`src/rtl/alu_sequencer.sv`:
```
// Purpose : owns the shared combinational ALU; runs single-pass ops and iterates it for multi-bit SHR and 32/32 unsigned divide.
// Latency : 2 cycles single-pass / shift 0-1 / divide-by-zero, n+1 cycles shift by n>=2, 33 cycles divide (accept edge to done).
// Backpressure: one op in flight; start is sampled only while busy=0 and is dropped, not queued, otherwise.
// Ports   : clk, reset (sync, active-high); request start/op/a/b/carry_in; status busy/done;
//           registered result c with carry_out/is_zero/is_negative; ALU side alu_a/alu_b/alu_carry_in/alu_op out, alu_c/alu_carry_out in.
module alu_sequencer (
  input  logic        clk,
  input  logic        reset,
  input  logic        start,
  input  logic [7:0]  op,
  input  logic [31:0] a,
  input  logic [31:0] b,
  input  logic        carry_in,
  output logic        busy,
  output logic        done,
  output logic [31:0] c,
  output logic        carry_out,
  output logic        is_zero,
  output logic        is_negative,
  output logic [31:0] alu_a,
  output logic [31:0] alu_b,
  output logic        alu_carry_in,
  output logic [7:0]  alu_op,
  input  logic [31:0] alu_c,
  input  logic        alu_carry_out
);

  localparam logic [4:0] OP_SUB  = 5'd2;
  localparam logic [4:0] OP_SHR  = 5'd13;
  localparam logic [4:0] OP_DIVQ = 5'd20;
  localparam logic [4:0] OP_DIVR = 5'd21;

  typedef enum logic [2:0] {
    S_IDLE,
    S_EXEC,
    S_SHIFT,
    S_DIV,
    S_FIN
  } state_t;

  state_t      state, state_nxt;

  logic [31:0] a_q, b_q;
  logic        cin_q;
  logic [4:0]  op_q;
  logic [5:0]  cnt;
  // Shift working value, or the quotient/dividend register while dividing.
  logic [31:0] work;
  // Restoring-divide remainder. Its 33rd bit is always 0 between iterations
  // (it is only set when the trial subtract succeeds, which clears it), so
  // only 32 bits are stored.
  logic [31:0] rem;

  logic        accept;
  logic        load_res;
  logic [31:0] res_nxt;
  logic        cry_nxt;
  logic [32:0] r_sh;
  logic        div_ge;
  logic [31:0] q_nxt;
  logic [31:0] r_nxt;

  logic        unused_op_hi;
  assign unused_op_hi = &{1'b0, op[7:5]};

  // Next state, ALU drive and result selection.
  always_comb begin
    state_nxt    = state;
    accept       = 1'b0;
    load_res     = 1'b0;
    res_nxt      = 32'd0;
    cry_nxt      = 1'b0;
    alu_a        = 32'd0;
    alu_b        = 32'd0;
    alu_carry_in = 1'b0;
    alu_op       = 8'd0;

    r_sh   = {rem, work[31]};
    div_ge = r_sh[32] | (r_sh[31:0] >= b_q);
    q_nxt  = {work[30:0], div_ge};
    r_nxt  = div_ge ? alu_c : r_sh[31:0];

    case (state)
      // FIN doubles as an accept slot so single-pass ops can issue every 2 cycles.
      S_IDLE, S_FIN: begin
        state_nxt = S_IDLE;
        if (start) begin
          accept = 1'b1;
          if (op[4:0] == OP_SHR && b[4:0] >= 5'd2) begin
            state_nxt = S_SHIFT;
          end else if ((op[4:0] == OP_DIVQ || op[4:0] == OP_DIVR) && b != 32'd0) begin
            state_nxt = S_DIV;
          end else begin
            state_nxt = S_EXEC;
          end
        end
      end

      S_EXEC: begin
        state_nxt = S_FIN;
        load_res  = 1'b1;
        if (op_q == OP_SHR && b_q[4:0] == 5'd0) begin
          res_nxt = a_q;
          cry_nxt = 1'b0;
        end else if (op_q == OP_DIVQ || op_q == OP_DIVR) begin
          // Divides only reach EXEC with a zero divisor.
          res_nxt = (op_q == OP_DIVQ) ? 32'hFFFF_FFFF : a_q;
          cry_nxt = 1'b1;
        end else begin
          alu_a        = a_q;
          alu_b        = b_q;
          alu_carry_in = cin_q;
          alu_op       = {3'b000, op_q};
          res_nxt      = alu_c;
          cry_nxt      = alu_carry_out;
        end
      end

      S_SHIFT: begin
        alu_a  = work;
        alu_op = {3'b000, OP_SHR};
        if (cnt == 6'd1) begin
          state_nxt = S_FIN;
          load_res  = 1'b1;
          res_nxt   = alu_c;
          cry_nxt   = alu_carry_out;
        end
      end

      S_DIV: begin
        alu_a  = r_sh[31:0];
        alu_b  = b_q;
        alu_op = {3'b000, OP_SUB};
        if (cnt == 6'd1) begin
          state_nxt = S_FIN;
          load_res  = 1'b1;
          res_nxt   = (op_q == OP_DIVQ) ? q_nxt : r_nxt;
          cry_nxt   = 1'b0;
        end
      end

      default: state_nxt = S_IDLE;
    endcase
  end

  always_ff @(posedge clk) begin
    if (reset) begin
      state       <= S_IDLE;
      a_q         <= 32'd0;
      b_q         <= 32'd0;
      cin_q       <= 1'b0;
      op_q        <= 5'd0;
      cnt         <= 6'd0;
      work        <= 32'd0;
      rem         <= 32'd0;
      c           <= 32'd0;
      carry_out   <= 1'b0;
      is_zero     <= 1'b0;
      is_negative <= 1'b0;
    end else begin
      state <= state_nxt;

      if (accept) begin
        a_q   <= a;
        b_q   <= b;
        cin_q <= carry_in;
        op_q  <= op[4:0];
        cnt   <= (op[4:0] == OP_SHR) ? {1'b0, b[4:0]} : 6'd32;
        work  <= a;
        rem   <= 32'd0;
      end else if (state == S_SHIFT) begin
        work <= alu_c;
        cnt  <= cnt - 6'd1;
      end else if (state == S_DIV) begin
        work <= q_nxt;
        rem  <= r_nxt;
        cnt  <= cnt - 6'd1;
      end

      if (load_res) begin
        c           <= res_nxt;
        carry_out   <= cry_nxt;
        is_zero     <= (res_nxt == 32'd0);
        is_negative <= res_nxt[31];
      end
    end
  end

  assign busy = (state == S_EXEC) || (state == S_SHIFT) || (state == S_DIV);
  assign done = (state == S_FIN);

endmodule

```
`config.mk`:
```
export PLATFORM = sky130hd
export DESIGN_NAME = alu_sequencer
export DESIGN_NICKNAME = d
export VERILOG_FILES = /design/src/rtl/alu_sequencer.sv
export SDC_FILE = /design/constraint.sdc
export NUM_CORES = 1
export LEC_CHECK = 0
export CAP_MARGIN = 20
export CORE_ASPECT_RATIO = 0.7
export CORE_UTILIZATION = 51
export DETAILED_ROUTE_END_ITERATION = 8
export GPL_TIMING_DRIVEN = 0
export PLACE_DENSITY_LB_ADDON = 0.3
export SYNTH_ARGS = -nofsm -noshare
export SYNTH_HDL_FRONTEND = slang
export SYNTH_SLANG_ARGS = --single-unit
```
`constraint.sdc`:
```
create_clock -name clk -period 4.42 [get_ports clk]
set_input_delay 0.884 -clock clk [delete_from_list [all_inputs] [get_ports clk]]
set_output_delay 0.884 -clock clk [all_outputs]
set_load 0.02 [all_outputs]
```
# --- Word level (Yosys, flattened, before mapping) ---
# Cells that the tools add are included.
totals:
  output_inout_bits: 110
  inputBits: 109
  elab_cells: 85
  register_bits: 178
op_classes:
  order_cmp: 2
  addsub: 1
  muxes: 40
  n_bitwise: 2
  reduce_logical: 16
  eq_ne: 12
ops:
  columns: ["operator", "count"]
  rows:
  - ["$mux 32", 14]
  - ["$pmux 32 s3", 2]
  - ["$pmux 32 s2", 1]
  - ["$ge 32x32->1", 1]
  - ["$logic_not 32->1", 1]
  - ["$reduce_bool 32->1", 1]
  - ["$mux 6", 4]
  - ["$eq 5x5->1 const B", 4]
  - ["$pmux 5 s3", 1]
  - ["$eq 5x4->1 const B", 2]
  - ["$mux 5", 2]
  - ["$mux 1", 9]
  - ["$pmux 3 s3", 1]
  - ["$eq 3x2->1 const B", 2]
  - ["$eq 6x1->1 const B", 1]
  - ["$mux 2", 3]
  - ["$reduce_or 2->1", 3]
  - ["$sub 6x1->6 const B", 1]
  - ["$ge 5x2->1 const B", 1]
  - ["$logic_not 5->1", 1]
  - ["$logic_or 1x1->1", 4]
  - ["$pmux 1 s2", 2]
  - ["$eq 3x1->1 const B", 1]
  - ["$eq 3x3->1 const B", 1]
  - ["other kinds (8)", 10]

# --- Depth between registers and ports, before layout ---
logic_depth:
  ltp_word: 7
  ltp_mapped: 15
  depth_no_buf: 12

# --- Worst setup path before layout ---
# Ideal clock, no wire load.
synth_path:
  path_type: "reg-to-reg"
  start: "register b_q[25]"
  end: "register is_zero"
  path_buffers: 2
  period_less_slack_ns: 3.101
  setup_slack_ns: 1.319
  t_required_ns: 4.351
  setup_time_ns: 0.069
  t_arrival_ns: 3.032
  path_stages_with_launch: 15
  cell_sequence: "dfxtp_1 > inv_1 > ha_1 > a21o_1 > a221o_1 > a2111oi_1 > o21a_2 > and2_4 > buf_6 > buf_4 > mux2i_1 > o221ai_1 > nor4_1 > nand4_1 > o21ai_1"
synth_between:
  elab_chain_cells: 7
synth_lines:
  columns: ["element", "line", "rtl"]
  rows:
  - ["from (decl)", "43", "logic [31:0] a_q, b_q;"]
  - ["from (signal assigned)", "150", "b_q <= 32'd0;"]
  - ["from (signal assigned)", "165", "b_q <= b;"]
  - ["$ge 32x32->1 (*)", "79", "div_ge = r_sh[32] | (r_sh[31:0] >= b_q);"]
  - ["$or 1x1->1 (*)", "79", null]
  - ["$mux 32", "81", "r_nxt = div_ge ? alu_c : r_sh[31:0];"]
  - ["$mux 32 (*)", "137", "res_nxt = (op_q == OP_DIVQ) ? q_nxt : r_nxt;"]
  - ["$mux 32 (*)", "134", "if (cnt == 6'd1) begin"]
  - ["$pmux 32 s3 (*)", "83", "case (state)"]
  - ["$logic_not 32->1 (*)", "183", "is_zero <= (res_nxt == 32'd0);"]
  - ["to (signal assigned)", "183", null]
  - ["to (decl)", "18", "output logic is_zero,"]
# Every way passes the cells marked *; elsewhere a longest branch is shown, timed or not.
# A chain may end at the register's enable or synchronous reset.

# --- Worst setup path after layout ---
layout_path:
  start: "register state[1]"
  end: "output port alu_op[3]"
layout_between:
  elab_chain_cells: 2
  elab_cells_between_ends: 4
  classes_between: "eq/ne: 3; mux: 1"
layout_lines:
  columns: ["element", "line", "rtl"]
  rows:
  - ["from (decl)", "41", "state_t state, state_nxt;"]
  - ["from (signal assigned)", "161", "state <= state_nxt;"]
  - ["$eq 3x2->1 / $eq 3x1->1 (equally long branches)", "83", null]
  - ["$pmux 5 s3 (*)", "83", null]
  - ["to (decl)", "23", "output logic [7:0] alu_op,"]
# Marked as above.

==> reports/qor.txt <==
Die H - 118 um
Die X - 168 um
n_diodes - 0
Initial Util - 52.2%
critical path endpoint category - output pin
DR WL/cell - 23.6 um
final non-filler cell area - 12,900 um2
H-tree Lvls - 4
Critical Path RT - 3.54 ns
Power Total - 4040 uW
vias in the first global route - 10,374
pre-CTS WS - -0.247 ns
Via-to-Cell Ratio - 6.43
postcts setup bufs - 0
DR iter-0 viols - 1,788
P&R area growth vs syn - 31.0%
synth warn - 0
Top cell by count, worst path - clkbuf_1
total gr overflow - 0
Psw - 1290 uW
worst-path cell chain - clkbuf_1 -> or2_2 -> clkbuf_1 -> clkbuf_2 -> nor2_1 -> a21o_1 -> clkdlybuf4s50_1
Synth async-reset ratio - 0%
Hold Fails Final Rpt - 0
DR pass1 iterations - 9
Post-Syn Area per Cell - 7.76 um2
CTS tree - done
outcome - finished clean
CTS clk-pin slew, worst paths - 0.08 ns
register area share after synthesis - 35.9%
Data arrival, critical path - 3.45 ns
via count - 11,310
root buf cell - clkbuf_16
total CTS buffers - 17
DRC - 0
final core occ - 68.3%
clk sink count - 177
Layout Nets - 1,646
Overall Global Routing Usage - 41.4%
top_reg_cell synth - dfxtp_1
sequential share of power - 43.4%
HP Class - register to register
CP Max Fanout - 10
Cell variety after synth - 63
final setup violation count - 0
max_cap viols - 0
Post-Route WL - 41,500 um
Detail Placement HPWL - 31,000 um
core area - 18,900 um2
Clock Tree Buf Depth - 2
number of port buffers - 211
clock latency on the worst-skew pair - 0.45 ns
Final min period - 4.34 ns
Ports - 219
post-synthesis cell area - 9870 um2
Clk pwr share - 37.0%
Top Family by Delay on Critical Path - buffers and inverters
normalized max-slew margin - 37.1%
Routed Antenna Nets - 0
Fmax - 0.231 GHz
setup TNS - 0 ns
slew at the pin closest to its max-slew limit - 0.938 ns
critical path's slowest cell - clkdlybuf4s50_1
PwrDens - 312 nW/um2
Slew Limit Fails - 0
Cells after Synth - 1,272
share of layout cells above drive strength 1 - 4.68%
worst path bufs/invs - 4
global placer's final weighted congestion - 0.989
cts hold-fix bufs - 0
VDD IR-drop max - 0.215 mV
Comb pwr share - 19.6%
Switching Fraction - 32.0%
slowest stage delay, CP - 0.55 ns
FP Rows - 42
Tcrit/Tclk final - 98.1%
synthesized flop and latch total - 177
Post-synth EDFFs - 0
initial antenna violation count - 0
first-pass GRT wire length - 61,900 um
startpoint class of the critical path - register
Area after DPL - 12,300 um2
RSZ-0062 raised after global routing - no
Final Skew - 0.0149 ns
leakage power total - 0.00467 uW
largest net degree at the start of global routing - 19
Crit Path Class - register to output pin
Setup WS post-layout - 0.0824 ns
Cell Int Power - 2750 uW
Die ar. - 19,900 um2
==> per-stage QoR <==
stage,std cells,hold WS [ns]
finish,1758,0.460
CTS,1759,0.457
detailed placement,1727,0.447
floorplan,1274,0.432
global route,1758,0.479
global placement,1727,0.442
==> per-layer routing <==
layer	share of wire [%]	track usage (%)	vias up
met3	14	13.7	143
met4	3.8	16.7	0
met5	0	0	-
met1	42	58.2	5261
li1	-	-	5010
met2	40	57.4	896
==> cell usage after synthesis (5+ instances only) <==
library cell | count | area [um2]
nand4_1 | 8 | 50.1
nand3_1 | 8 | 40.0
nor2_1 | 114 | 428
ha_1 | 34 | 425
nor2b_1 | 6 | 37.5
a21oi_1 | 154 | 771
o21a_1 | 5 | 37.5
nor3_1 | 6 | 30.0
nand2b_1 | 5 | 31.3
and3_1 | 6 | 37.5
a211oi_1 | 37 | 278
nor4_1 | 14 | 87.6
a221oi_1 | 12 | 105
o22a_1 | 6 | 52.6
and4_1 | 5 | 43.8
inv_1 | 38 | 143
o21ai_0 | 50 | 250
a21o_1 | 7 | 52.6
o221a_2 | 8 | 90.1
o22ai_1 | 15 | 93.8
o221ai_1 | 12 | 105
buf_4 | 5 | 37.5
clkbuf_1 | 82 | 308
o211ai_1 | 32 | 240
dfxtp_1 | 177 | 3540
buf_1 | 10 | 37.5
a311oi_1 | 5 | 43.8
a22oi_1 | 20 | 150
nand2_1 | 248 | 931
mux2i_1 | 96 | 961
==> state kept, by name, indices dropped and copies added, names as in the netlist <==
name / flops
carry_out: 1
is_zero: 1
b_q: 32
work: 32
state: 3
a_q: 32
cnt: 6
op_q: 5
cin_q: 1
c: 32
rem: 32
==> worst min-delay path, stage by stage (launching register included) <==
cell     delay, ns
dfxtp_1       0.31
nand2_1       0.05
a21oi_1       0.05
==> logic make-up after synthesis <==
kind of cell	synth area share [%]
other	0.0380
flip-flops	35.9
multiplexers	9.85
AO/OA/AOI/OAI	24.7
buffers and inverters	5.96
AND/OR/NAND/NOR	18.9
adder cells (fa/ha/maj)	4.31
XOR/XNOR	0.355
==> final cells by class <==
| class | instances | area, um2 |
|---|---|---|
| clock inverter | 15 | 145 |
| tap | 242 | 303 |
| clock buffer | 17 | 425 |
| timing repair buffer | 211 | 2110 |
| fill | 1620 | 5990 |
| inverter | 38 | 143 |
| sequential | 177 | 3540 |
| buffer | 100 | 449 |
| multi-input combinational | 958 | 5810 |
==> worst paths after layout <==
path,startpoint,endpoint,slack [ns],cells after the start
worst max-delay path,state[1],alu_op[3],0.08,7
worst min-delay path,b_q[13],b_q[13],0.46,2
worst max register to register,rem[5],is_zero,0.21,13
worst min register to register,b_q[13],b_q[13],0.46,2
==> power by group through the flow <==
stage,Clock [uW],Combinational [uW],Sequential (uW)
floorplan,0,405,1780
global placement,0,745,1780
detailed placement,0,756,1780
CTS,1480,763,1750
global route,1560,835,1760
finish,1490,793,1750
==> layout by cell type (no fill, tap or decap), drive strengths merged, types with 9 or more instances in the layout <==
cell             n
a22oi           20
buf             19
o22ai           15
a221oi          12
o221a            9
o21ai           52
nor4            15
mux2i           96
a211oi          37
nor2           114
clkbuf          98
a21oi          154
inv             45
clkdlybuf4s50  211
dfxtp          177
o221ai          12
o211ai          32
nand2          248
ha              34
==> timing repair <==
item                       CTS  global route
hold endpoints to repair     0             0
gates resized for setup      9             8
setup endpoints to repair   65            66
No activity file was read; power rests on OpenSTA's default activity.
